==> src/rtl/jk_ubus_master.sv <==
// UBUS initiator: takes one local command, runs the address phase and 1/2/4/8 byte
// data beats honouring slave wait_state/error, and returns one registered response.
module jk_ubus_master #(
  parameter int unsigned MAX_WAIT = 16
) (
  input  logic        clk,
  input  logic        reset,
  input  logic        cmd_valid,
  output logic        cmd_ready,
  input  logic [15:0] cmd_addr,
  input  logic [1:0]  cmd_size,
  input  logic        cmd_write,
  input  logic [63:0] cmd_wdata,
  output logic        rsp_valid,
  output logic [63:0] rsp_rdata,
  output logic        rsp_error,
  output logic        rsp_timeout,
  output logic [15:0] addr,
  output logic [1:0]  size,
  output logic        read,
  output logic        write,
  output logic        bip,
  output logic [7:0]  data_out,
  output logic        data_oe,
  input  logic [7:0]  data_in,
  input  logic        wait_state,
  input  logic        error
);

  typedef enum logic [1:0] {S_IDLE, S_ADDR, S_DATA, S_RESP} state_t;

  state_t      state_q, state_d;
  logic [2:0]  beat_q, beat_d;
  logic [7:0]  wait_q, wait_d;
  logic        wr_q, wr_d;
  logic [63:0] wdata_q, wdata_d;
  logic        cmd_ready_q, cmd_ready_d;
  logic        rsp_valid_q, rsp_valid_d;
  logic [63:0] rsp_rdata_q, rsp_rdata_d;
  logic        rsp_error_q, rsp_error_d;
  logic        rsp_timeout_q, rsp_timeout_d;
  logic [15:0] addr_q, addr_d;
  logic [1:0]  size_q, size_d;
  logic        read_q, read_d;
  logic        write_q, write_d;
  logic        bip_q, bip_d;
  logic [7:0]  dout_q, dout_d;
  logic        oe_q, oe_d;
  logic        drive_s;
  logic [2:0]  last_s;

  assign last_s = 3'((4'd1 << size_q) - 4'd1);

  // Next-state and next-output logic; every bus output is computed for the coming cycle.
  always_comb begin
    state_d       = state_q;
    beat_d        = beat_q;
    wait_d        = wait_q;
    wr_d          = wr_q;
    wdata_d       = wdata_q;
    cmd_ready_d   = 1'b0;
    rsp_valid_d   = 1'b0;
    rsp_rdata_d   = rsp_rdata_q;
    rsp_error_d   = rsp_error_q;
    rsp_timeout_d = rsp_timeout_q;
    addr_d        = 16'h0000;
    size_d        = 2'b00;
    read_d        = 1'b0;
    write_d       = 1'b0;
    bip_d         = 1'b0;
    dout_d        = 8'h00;
    oe_d          = 1'b0;
    drive_s       = 1'b0;
    case (state_q)
      S_IDLE: begin
        if (cmd_valid) begin
          state_d       = S_ADDR;
          wr_d          = cmd_write;
          wdata_d       = cmd_wdata;
          addr_d        = cmd_addr;
          size_d        = cmd_size;
          read_d        = ~cmd_write;
          write_d       = cmd_write;
          rsp_rdata_d   = 64'h0;
          rsp_error_d   = 1'b0;
          rsp_timeout_d = 1'b0;
        end else begin
          cmd_ready_d = 1'b1;
        end
      end
      S_ADDR: begin
        state_d = S_DATA;
        beat_d  = 3'd0;
        wait_d  = 8'd0;
        drive_s = 1'b1;
      end
      S_DATA: begin
        if (error) begin
          state_d     = S_RESP;
          rsp_valid_d = 1'b1;
          rsp_error_d = 1'b1;
        end else if (wait_state && (wait_q == 8'(MAX_WAIT - 1))) begin
          state_d       = S_RESP;
          rsp_valid_d   = 1'b1;
          rsp_timeout_d = 1'b1;
        end else if (wait_state) begin
          wait_d  = wait_q + 8'd1;
          drive_s = 1'b1;
        end else begin
          wait_d = 8'd0;
          if (!wr_q) begin
            rsp_rdata_d[{beat_q, 3'b000} +: 8] = data_in;
          end else begin
            rsp_rdata_d = rsp_rdata_q;
          end
          if (beat_q == last_s) begin
            state_d     = S_RESP;
            rsp_valid_d = 1'b1;
          end else begin
            beat_d  = beat_q + 3'd1;
            drive_s = 1'b1;
          end
        end
      end
      S_RESP: begin
        state_d     = S_IDLE;
        cmd_ready_d = 1'b1;
        beat_d      = 3'd0;
        wait_d      = 8'd0;
      end
      default: begin
        state_d     = S_IDLE;
        cmd_ready_d = 1'b1;
      end
    endcase
    // Data-phase drive for the beat presented next cycle (beat_d is final here).
    if (drive_s) begin
      addr_d = addr_q;
      size_d = size_q;
      bip_d  = (beat_d != last_s);
      oe_d   = wr_q;
      dout_d = wr_q ? wdata_q[{beat_d, 3'b000} +: 8] : 8'h00;
    end else begin
      oe_d = oe_d;
    end
  end

  // State and registered-output update; reset aborts any transfer without a response.
  always_ff @(posedge clk or posedge reset) begin
    if (reset) begin
      state_q       <= S_IDLE;
      beat_q        <= 3'd0;
      wait_q        <= 8'd0;
      wr_q          <= 1'b0;
      wdata_q       <= 64'h0;
      cmd_ready_q   <= 1'b1;
      rsp_valid_q   <= 1'b0;
      rsp_rdata_q   <= 64'h0;
      rsp_error_q   <= 1'b0;
      rsp_timeout_q <= 1'b0;
      addr_q        <= 16'h0000;
      size_q        <= 2'b00;
      read_q        <= 1'b0;
      write_q       <= 1'b0;
      bip_q         <= 1'b0;
      dout_q        <= 8'h00;
      oe_q          <= 1'b0;
    end else begin
      state_q       <= state_d;
      beat_q        <= beat_d;
      wait_q        <= wait_d;
      wr_q          <= wr_d;
      wdata_q       <= wdata_d;
      cmd_ready_q   <= cmd_ready_d;
      rsp_valid_q   <= rsp_valid_d;
      rsp_rdata_q   <= rsp_rdata_d;
      rsp_error_q   <= rsp_error_d;
      rsp_timeout_q <= rsp_timeout_d;
      addr_q        <= addr_d;
      size_q        <= size_d;
      read_q        <= read_d;
      write_q       <= write_d;
      bip_q         <= bip_d;
      dout_q        <= dout_d;
      oe_q          <= oe_d;
    end
  end

  assign cmd_ready   = cmd_ready_q;
  assign rsp_valid   = rsp_valid_q;
  assign rsp_rdata   = rsp_rdata_q;
  assign rsp_error   = rsp_error_q;
  assign rsp_timeout = rsp_timeout_q;
  assign addr        = addr_q;
  assign size        = size_q;
  assign read        = read_q;
  assign write       = write_q;
  assign bip         = bip_q;
  assign data_out    = dout_q;
  assign data_oe     = oe_q;

endmodule

==> config.mk <==
export PLATFORM = sky130hd
export DESIGN_NAME = jk_ubus_master
export DESIGN_NICKNAME = d
export VERILOG_FILES = /design/src/rtl/jk_ubus_master.sv
export SDC_FILE = /design/constraint.sdc
export NUM_CORES = 1
export LEC_CHECK = 0
export ABC_CLOCK_PERIOD_IN_PS = 6090
export CAP_MARGIN = 40
export CORE_ASPECT_RATIO = 0.9
export CORE_UTILIZATION = 45
export DETAILED_ROUTE_END_ITERATION = 16
export HOLD_SLACK_MARGIN = 0.08
export PLACE_DENSITY = 0.77
export SLEW_MARGIN = 15
export SYNTH_ARGS = -nofsm -noshare
export SYNTH_HDL_FRONTEND = slang
export SYNTH_SLANG_ARGS = --single-unit
==> constraint.sdc <==
create_clock -name clk -period 6.09 [get_ports clk]
set_input_delay 1.218 -clock clk [delete_from_list [all_inputs] [get_ports clk]]
set_output_delay 1.218 -clock clk [all_outputs]
set_load 0.05 [all_outputs]
==> summary.md <==
| Metric | Value |
|---|---|
| Logic pwr share | `34.8%` |
| Die Span X | `141 um` |
| Post-Syn Area | `7790 sq um` |
| Unrepaired setup endpoints after global routing | `no` |
| Placeable Area | `16900 sq um` |
| Gr ovfl total | `0` |
| Final worst-path cycle share | `56.3%` |
| Fin util | `61.9%` |
| CTS root buf | `clkbuf_16` |
| Internal power | `2.63 mW` |
| Sequential Power Share | `38.7%` |
| Num rows | `45` |
| Post-Route Skew | `0.0119 ns` |
| Reg-to-reg critical path endpoint | `rsp_rdata[39]` |
| Gpl congestion | `0.833` |
| Dpl cells | `1145` |
| Initial core utilization | `46.1%` |
| DPL Wire Length | `14.0 mm` |
| Slew margin rel. | `45.7%` |
| Final ANT Viol Nets | `0` |
| DRT Pass-1 Iters | `5` |
| Drt total wl | `20.4 mm` |
| Synth Area per Inst | `10.1 sq um` |
| LEAKAGE | `4.76 nW` |
| CTS tree | `yes` |
| Synth warn | `0` |
| Syn_nets | `882` |
| Fillers | `1378` |
| Hold endpoint | `addr[12]` |
| Synth cell types | `54` |
| Asr flop ratio synth | `100%` |
| Fmax | `0.292 GHz` |
| N_diodes | `0` |
| DRC Markers | `0` |
| I/O Pins | `194` |
| CTS Buf Count | `17` |
| Layout cells sized above 1 | `5.80%` |
| CP Capture Type | `flop` |
| Vias in the first global route | `6096` |
| CP Max Fanout | `18` |
| Gr usage total | `23.6%` |
| Largest net degree at the start of global routing | `83` |
| Layout area overhead | `34.2%` |
| Hold path cells | `2` |
| Vias | `6346` |
| Worst Path Arrival | `3.74 ns` |
| Net Sw Frac | `38.7%` |
| Hold crit path type | `reg -> reg` |
| Reg2reg start | `beat_q[0]` |
| Clock Latency Late Sink | `0.43 ns` |
| Setup bufs post-CTS | `0` |
| Initial antenna violation count | `1` |
| Max-cap violations | `0` |
| Cell count of the worst reg-to-reg path | `9` |
| Clock transition at path regs | `0.07 ns` |
| Post-CTS sizing | `0` |
| Sw Pwr | `1.66 mW` |
| Vias per cell | `5.39` |
| Area occupied by multi-input gates | `3110 sq um` |
| Final Max Tran Viols | `0` |
| Final Hold Viols | `0` |
| CTS Buffer Depth | `2` |
| Hold-fix buffers at CTS | `0` |
| Slew @ Worst Pin | `0.814 ns` |
| Clock power share | `26.5%` |
| Fin cells | `1177` |
| WS Path Type | `in -> reg` |
| Status | `complete, no violations` |
| DRT iter0 DRCs | `422` |
| CP Data Required Time | `6.40 ns` |
| Register Area | `4410 sq um` |
| Port Buf Inserts | `193` |
| Synth top area cells | `dfrtp_1 56%, nand2_1 12%, a22o_1 6.3%` |
| Die Footprint | `17800 sq um` |
| # clock sinks | `176` |
| # setup viols final | `0` |
| R2R Setup Slk | `2.88 ns` |
| # nets final | `1060` |
| H-tree levels | `4` |
| Die span in y | `127 um` |
| Final hold slack | `0.465 ns` |
| Main synth FF type | `dfrtp_1` |
| Max VDD drop | `0.214 mV` |
| HP Start | `addr[12]` |
| Setup TNS | `0 ns` |
| Wire length per cell | `17.3 um` |
| #FFs+latches synth | `176` |
| Post-synthesis sequential area ratio | `56.6%` |
| PwrDens | `410 nW/um^2` |
| Post-synth top area cell | `dfrtp_1` |
| First-pass GRT wire length | `32.4 mm` |
| Post-route minimum period | `3.43 ns` |
| Post-synth top area share | `56.2%` |
| CP Launch Type | `input port` |
| EDFF count, synth | `0` |
| Mapped Cells | `775` |
[final cells by class]
class                   count  share of cell area [%]
flip-flops and latches    176                    42.1
multi-input cells         543                    29.7
repair buffers            201                    19.1
clock buffers              19                    4.24
well taps                 211                    2.53
clock inverters            13                    1.69
inverters                  14                   0.551
[power by group through the flow]
stage | Combinational (mW) | Clock (mW) | Sequential (mW)
finish | 1.49 | 1.14 | 1.66
global route | 1.64 | 1.20 | 1.69
CTS | 1.50 | 1.16 | 1.66
detailed placement | 1.49 | 0 | 1.67
global placement | 1.45 | 0 | 1.67
floorplan | 0.816 | 0 | 1.86
[worst max path at each step]
stage	startpoint	endpoint	slack, ns	cells after the start
after floorplan	reset	addr[0]	0.10	1
after global placement	wait_state	data_out[2]	1.96	8
after detailed placement	wait_state	data_out[7]	2.24	7
after CTS	wait_state	data_out[5]	2.68	7
after global routing	beat_q[0]	rsp_rdata[39]	2.51	9
final	wait_state	data_out[5]	2.66	7
[cells in the final DEF, fill, tap and decap left out, drive strengths merged, types with 4 or more instances in the layout]
| cell | instances |
|---|---|
| clkdlybuf4s50 | 193 |
| and3 | 9 |
| ha | 11 |
| a22o | 56 |
| nand2b | 4 |
| a21oi | 8 |
| o21ai | 33 |
| inv | 18 |
| o31ai | 4 |
| clkbuf | 19 |
| mux2i | 48 |
| buf | 8 |
| nor3 | 7 |
| nand3 | 28 |
| a21o | 5 |
| a22oi | 8 |
| dfrtp | 175 |
| nand2 | 257 |
| or3 | 4 |
| and2 | 5 |
| nor2 | 27 |
[routing by layer]
metal / wire (um) / GRT usage, % / vias to the layer above
met5: 13 / 0 / -
met4: 429 / 8.50 / 2
met3: 1180 / 4.95 / 28
met2: 9610 / 37.2 / 224
met1: 9120 / 32.3 / 3097
li1: - / - / 2995
[Yosys cell counts (2+ instances only)]
library cell and count:
and3_1 9, buf_12 2, nor3b_2 2, and2_1 4, a32o_1 2, nor3_1 4, clkbuf_1 23, o21ai_1 3
nand2b_1 4, mux2i_1 48, dfrtp_1 175, nor3_2 3, a21oi_1 7, buf_1 8, ha_1 11, buf_4 2
nor2b_1 2, nand4_1 2, o21ai_0 30, nand2_1 257, nor4_1 3, buf_6 3, inv_1 14, a22o_1 56
a21o_1 5, nor2_1 27, a22oi_1 8, or3_1 4, o31ai_1 4, buf_2 2, nand3_1 28
[critical path: stages]
cell,delay (ns)
clkdlybuf4s50_1,0.53
or4b_1,0.47
o21bai_1,0.27
a311oi_1,0.12
o21a_1,0.43
and3_1,0.43
a22o_1,0.26
[kinds of logic (layout without fill, tap and decap cells)]
kind of cell / Yosys count / count (layout) / synth area share, %
compound gates: 124 / 124 / 11.8
xor+xnor: 1 / 1 / 0.112
fa+ha+maj: 11 / 11 / 1.77
buf+inv: 56 / 247 / 3.73
flops: 176 / 176 / 56.6
mux: 48 / 48 / 6.17
simple gates: 359 / 359 / 19.9
[metrics by stage]
step                setup slack, ns  total power [mW]  instance area, sq um
floorplan                     0.100              2.68                  7790
global placement               1.96              3.12                  9820
detailed placement             2.24              3.16                  9840
CTS                            2.68              4.31                 10500
global route                   2.51              4.53                 10500
finish                         2.66              4.29                 10500
[registers in the layout (all words and copies together) (netlist names), 2 cells and up]
| name | cells |
|---|---|
| state_q | 2 |
| rsp_rdata | 64 |
| data_out | 8 |
| wait_q | 8 |
| wdata_q | 64 |
| addr | 16 |
| size | 2 |
| beat_q | 3 |
Power figures use the tool's default switching activity.
==> variant 1, RTL diff (same settings) <==
Reset style: synchronous (`reset`), changed in one clocked block.
--- a/src/rtl/jk_ubus_master.sv
+++ b/src/rtl/jk_ubus_master.sv
@@ -146,7 +146,7 @@
   end
 
   // State and registered-output update; reset aborts any transfer without a response.
-  always_ff @(posedge clk or posedge reset) begin
+  always_ff @(posedge clk) begin
     if (reset) begin
       state_q       <= S_IDLE;
       beat_q        <= 3'd0;
Formal check against the unedited RTL: differs if reset is asserted again (counterexample within 4 cycles, from zero or initial values and one cycle with reset high); with reset held inactive, the same outputs for 4 cycles.
==> variant 1 against the original RTL <==
  * Global-route usage up 0.93 points
  * Synthesized area down 8.0%
  * Cell count down 6.7%
  * Wire length down 2.9%
  * Power down 17%
  * Highest routed layer is now met4
  * Core utilization up 1.4 points
  * Combinational power down 30%
  * Critical path type unchanged
  * Worst hold slack better by 0.0099 ns
  * Design area down 6.3%
  * Clock skew up 0.00078 ns
  * Non-clock buffer count up 1
  * Critical endpoint is now data_out[1]$_SDFF_PP0_
  * Setup slack worse by 0.25 ns
  * Clock power about the same
  * Sequential cell count unchanged
==> variant 1: results <==
export IMPL_antennaDiodeCount=0
export IMPL_grt_max_degree=67
export IMPL_setup_ws_ns=2.42
export IMPL_drt_iter0_markers=486
export IMPL_r2r_slack_ns=2.94
export IMPL_numCtsBuffers=17
export IMPL_synthTopCellsByArea="dfxtp_1 49%, a22o_1 7.9%, a22oi_1 5.9%"
export IMPL_place_ws_ns=2.00
export IMPL_grt_total_usage_pct=24.5
export IMPL_synth_distinct_cells=56
export IMPL_synthCells=721
export IMPL_tightest_slew_ns=0.890
export IMPL_hpwl_mm=13.6
export IMPL_num_fill_cells=1271
export IMPL_critPathCapture="data_out[1]$_SDFF_PP0_"
export IMPL_ir_drop_mv=0.260
export IMPL_yosys_top_cells_count="176 x dfxtp_1, 87 x nor2_1, 65 x a22o_1, 56 x a22oi_1, 45 x clkbuf_1"
export IMPL_layout_drive_gt1_share_pct=7.92
export IMPL_leakage_nw=3.48
export IMPL_syn_nets=828
export IMPL_post_cts_setup_buffer_count=0
export IMPL_vias=6149
export IMPL_routed_wl_mm=19.8
export IMPL_fin_skew_ns=0.0127
export IMPL_place_inst=1065
export IMPL_arrival_ns=3.98
export IMPL_routedWlPerCell_um=18.0
export IMPL_grt_pass1_wl_mm=31.3
export IMPL_antenna_found_initial=0
export IMPL_cp_max_fo=34
export IMPL_grt_pass1_vias=5703
export IMPL_drtPass1Iterations=7
export IMPL_swShare_pct=34.8
export IMPL_status="complete, no violations"
export IMPL_nNetsFinal=990
export IMPL_async_flop_share_pct=0
export IMPL_clk_insertion_delay_late_ns=0.43
export IMPL_synth_flop_cell="dfxtp_1"
export IMPL_yosysSeqAreaShare_pct=49.2
export IMPL_gp_congestion=0.842
[variant 1: layout make-up]
cell class	instances	area share, %
clock buffer	19	4.52
clock inverter	13	1.77
inverter	6	0.230
multi-input combinational	480	34.4
sequential	176	36.0
tap	202	2.58
timing repair buffer	202	20.6
[variant 1: stage by stage]
step | instance area, um^2 | utilization, %
after floorplan | 7170 | -
after global placement | 9140 | 59.0
after detailed placement | 9180 | 59.2
after CTS | 9800 | 63.2
after global routing | 9800 | 63.3
final | 9800 | 63.3
[variant 1: power groups by stage]
| stage | combinational, mW | clock (mW) | sequential (mW) |
|---|---|---|---|
| after floorplan | 0.646 | 0 | 1.48 |
| after global placement | 1.01 | 0 | 1.41 |
| after detailed placement | 1.04 | 0 | 1.40 |
| after CTS | 1.05 | 1.16 | 1.38 |
| after global routing | 1.14 | 1.21 | 1.39 |
| final | 1.05 | 1.14 | 1.38 |
[variant 1: critical path, cell delays in order]
cell	delay [ns]
clkdlybuf4s50_1	0.54
or3_1	0.49
or4b_1	0.56
o211ai_4	0.10
buf_4	0.49
mux2i_1	0.26
o22a_1	0.22
a21oi_2	0.07
[variant 1: worst min path at each step]
stage / slack, ns / endpoint / cells past startpoint / start
global route: 0.49 / addr[0]$_SDFFE_PP0N_ / 2 / addr[0]$_SDFFE_PP0N_
detailed placement: 0.46 / rsp_timeout$_SDFFE_PP0P_ / 1 / rsp_timeout$_SDFFE_PP0P_
floorplan: 0.44 / wr_q$_SDFFE_PP0P_ / 1 / wr_q$_SDFFE_PP0P_
global placement: 0.46 / addr[14]$_SDFFE_PP0N_ / 2 / addr[14]$_SDFFE_PP0N_
finish: 0.48 / addr[12]$_SDFFE_PP0N_ / 2 / addr[12]$_SDFFE_PP0N_
CTS: 0.48 / addr[15]$_SDFFE_PP0N_ / 2 / addr[15]$_SDFFE_PP0N_
[variant 1: cells by family (layout without fill, tap and decap cells)]
logic type / Yosys count / in the layout / share of synthesized area [%]
flip-flops: 176 / 176 / 49.2
AO/OA/AOI/OAI: 208 / 208 / 22.8
XOR/XNOR: 12 / 12 / 1.66
buffers and inverters: 65 / 240 / 4.31
adder cells (fa/ha/maj): 11 / 11 / 1.92
multiplexers: 44 / 44 / 6.29
AND/OR/NAND/NOR: 205 / 205 / 13.8
[variant 1: routing by layer]
| layer | track usage [%] | part of all wire [%] | wire length (um) |
|---|---|---|---|
| met5 | 0 | 0 | 0 |
| met4 | 4.71 | 0.63 | 125 |
| met3 | 6.78 | 6.7 | 1320 |
| met2 | 36.2 | 45 | 8980 |
| met1 | 35.5 | 47 | 9340 |
==> variant 2, RTL diff (same settings) <==
Without the edit above. Set the parameter `MAX_WAIT` to 12 (it was 16).
--- a/src/rtl/jk_ubus_master.sv
+++ b/src/rtl/jk_ubus_master.sv
@@ -1,7 +1,7 @@
 // UBUS initiator: takes one local command, runs the address phase and 1/2/4/8 byte
 // data beats honouring slave wait_state/error, and returns one registered response.
 module jk_ubus_master #(
-  parameter int unsigned MAX_WAIT = 16
+  parameter int unsigned MAX_WAIT = 12
 ) (
   input  logic        clk,
   input  logic        reset,
Formal check against the unedited RTL: same outputs for any inputs over 4 cycles, from zero or initial values and one cycle with reset high; that may be too few to reach the edited logic, so the function may still have changed.
==> variant 2 against the original RTL <==
  * Critical path depth increased by 1
  * Synthesized area rose by 1.8%
  * Sequential cell count unchanged
  * First-iteration DRC count grew 56%
  * Global-route usage increased by 1.0 points
  * Design area increased by 2.6%
  * Wire length up 4.5%
  * Synthesized cell count up 9.7%
  * Worst hold slack improved by 0.0092 ns
  * Power decreased by 2.4%
  * Non-clock buffer count up 5
  * Setup slack got worse by 0.073 ns
==> variant 2: results <==
export IMPL_status="complete, no violations"
export IMPL_crit_slowest_cell="o41a_1"
export IMPL_arrival_ns=3.84
export IMPL_globalRouteMet2Util_pct=38.1
export IMPL_multi_input_area_mm2=0.00330
export IMPL_grt_total_usage_pct=24.6
export IMPL_synth_distinct_cells=47
export IMPL_fin_skew_ns=0.00627
export IMPL_gp_congestion=0.815
export IMPL_buffers=206
export IMPL_m1WireLength_mm=9.68
export IMPL_slew_headroom_pct=42.9
export IMPL_multi_input_gates=609
export IMPL_globalRouteMet3Util_pct=5.75
export IMPL_grt_max_degree=69
export IMPL_n_all_inverters=11
export IMPL_top_layer_used="met4"
export IMPL_cp_max_fo=19
export IMPL_crit_path_max_incr_delay_ns=0.79
export IMPL_nNetsFinal=1127
export IMPL_grt_pass1_wl_mm=34.9
export IMPL_leakage_nw=4.80
export IMPL_hpwl_mm=14.9
export IMPL_layout_drive_gt1_share_pct=5.61
export IMPL_drt_iter0_markers=659
export IMPL_ir_drop_mv=0.225
export IMPL_viasPerCell=5.49
export IMPL_buf_share_pct=19.3
export IMPL_met2_wirelength_mm=9.84
export IMPL_syn_nets=956
export IMPL_clkCellAreaFrac_pct=5.71
export IMPL_yosys_top_cells_count="262 x nand2_1, 175 x dfrtp_1, 68 x o21ai_0, 42 x nand3_1, 42 x nor2_1"
export IMPL_met1_usage_pct=34.9
export IMPL_num_fill_cells=1440
==> variant 2: cell families after synthesis <==
group,synth area share [%]
adders and majority gates,1.58
buffers and inverters,3.36
and+or+nand+nor,20.9
muxes,0.521
AOI/OAI and AO/OA,18.0
DFF,55.5
==> variant 2: worst paths after layout <==
check | cells past startpoint | start | end | slack [ns]
min in group asynchronous | 2 | reset | addr[11]$_DFFE_PP0N_ | 1.22
min | 2 | wdata_q[8]$_DFFE_PP0P_ | wdata_q[8]$_DFFE_PP0P_ | 0.47
max | 8 | wait_state | data_out[5]$_DFF_PP0_ | 2.59
max reg2reg | 8 | state_q[0]$_DFFE_PP0P_ | bip$_DFF_PP0_ | 2.96
min reg2reg | 2 | wdata_q[8]$_DFFE_PP0P_ | wdata_q[8]$_DFFE_PP0P_ | 0.47
max in group asynchronous | 3 | reset | rsp_rdata[26]$_DFFE_PP0P_ | 3.79
==> variant 2: worst max-delay path, delay by kind of cell <==
| kind | cells | cell delay, ns |
|---|---|---|
| buf+inv | 2 | 0.84 |
| compound gates | 3 | 1.22 |
| simple gates | 3 | 0.55 |
==> variant 2: per-stage QoR <==
stage / cell area [um^2] / std cells / power [mW] / worst slack [ns]
CTS: 10700 / 1269 / 4.20 / 2.63
global placement: 10000 / 1231 / 3.03 / 1.98
floorplan: 7930 / 850 / 2.60 / 0.100
finish: 10700 / 1269 / 4.19 / 2.59
global route: 10700 / 1269 / 4.45 / 2.37
detailed placement: 10100 / 1237 / 3.07 / 2.20
==> variant 2: power breakdown <==
group | switching (mW) | internal [mW] | total [mW]
registers | 0.192 | 1.46 | 1.65
logic | 0.928 | 0.487 | 1.41
clock network | 0.455 | 0.667 | 1.12
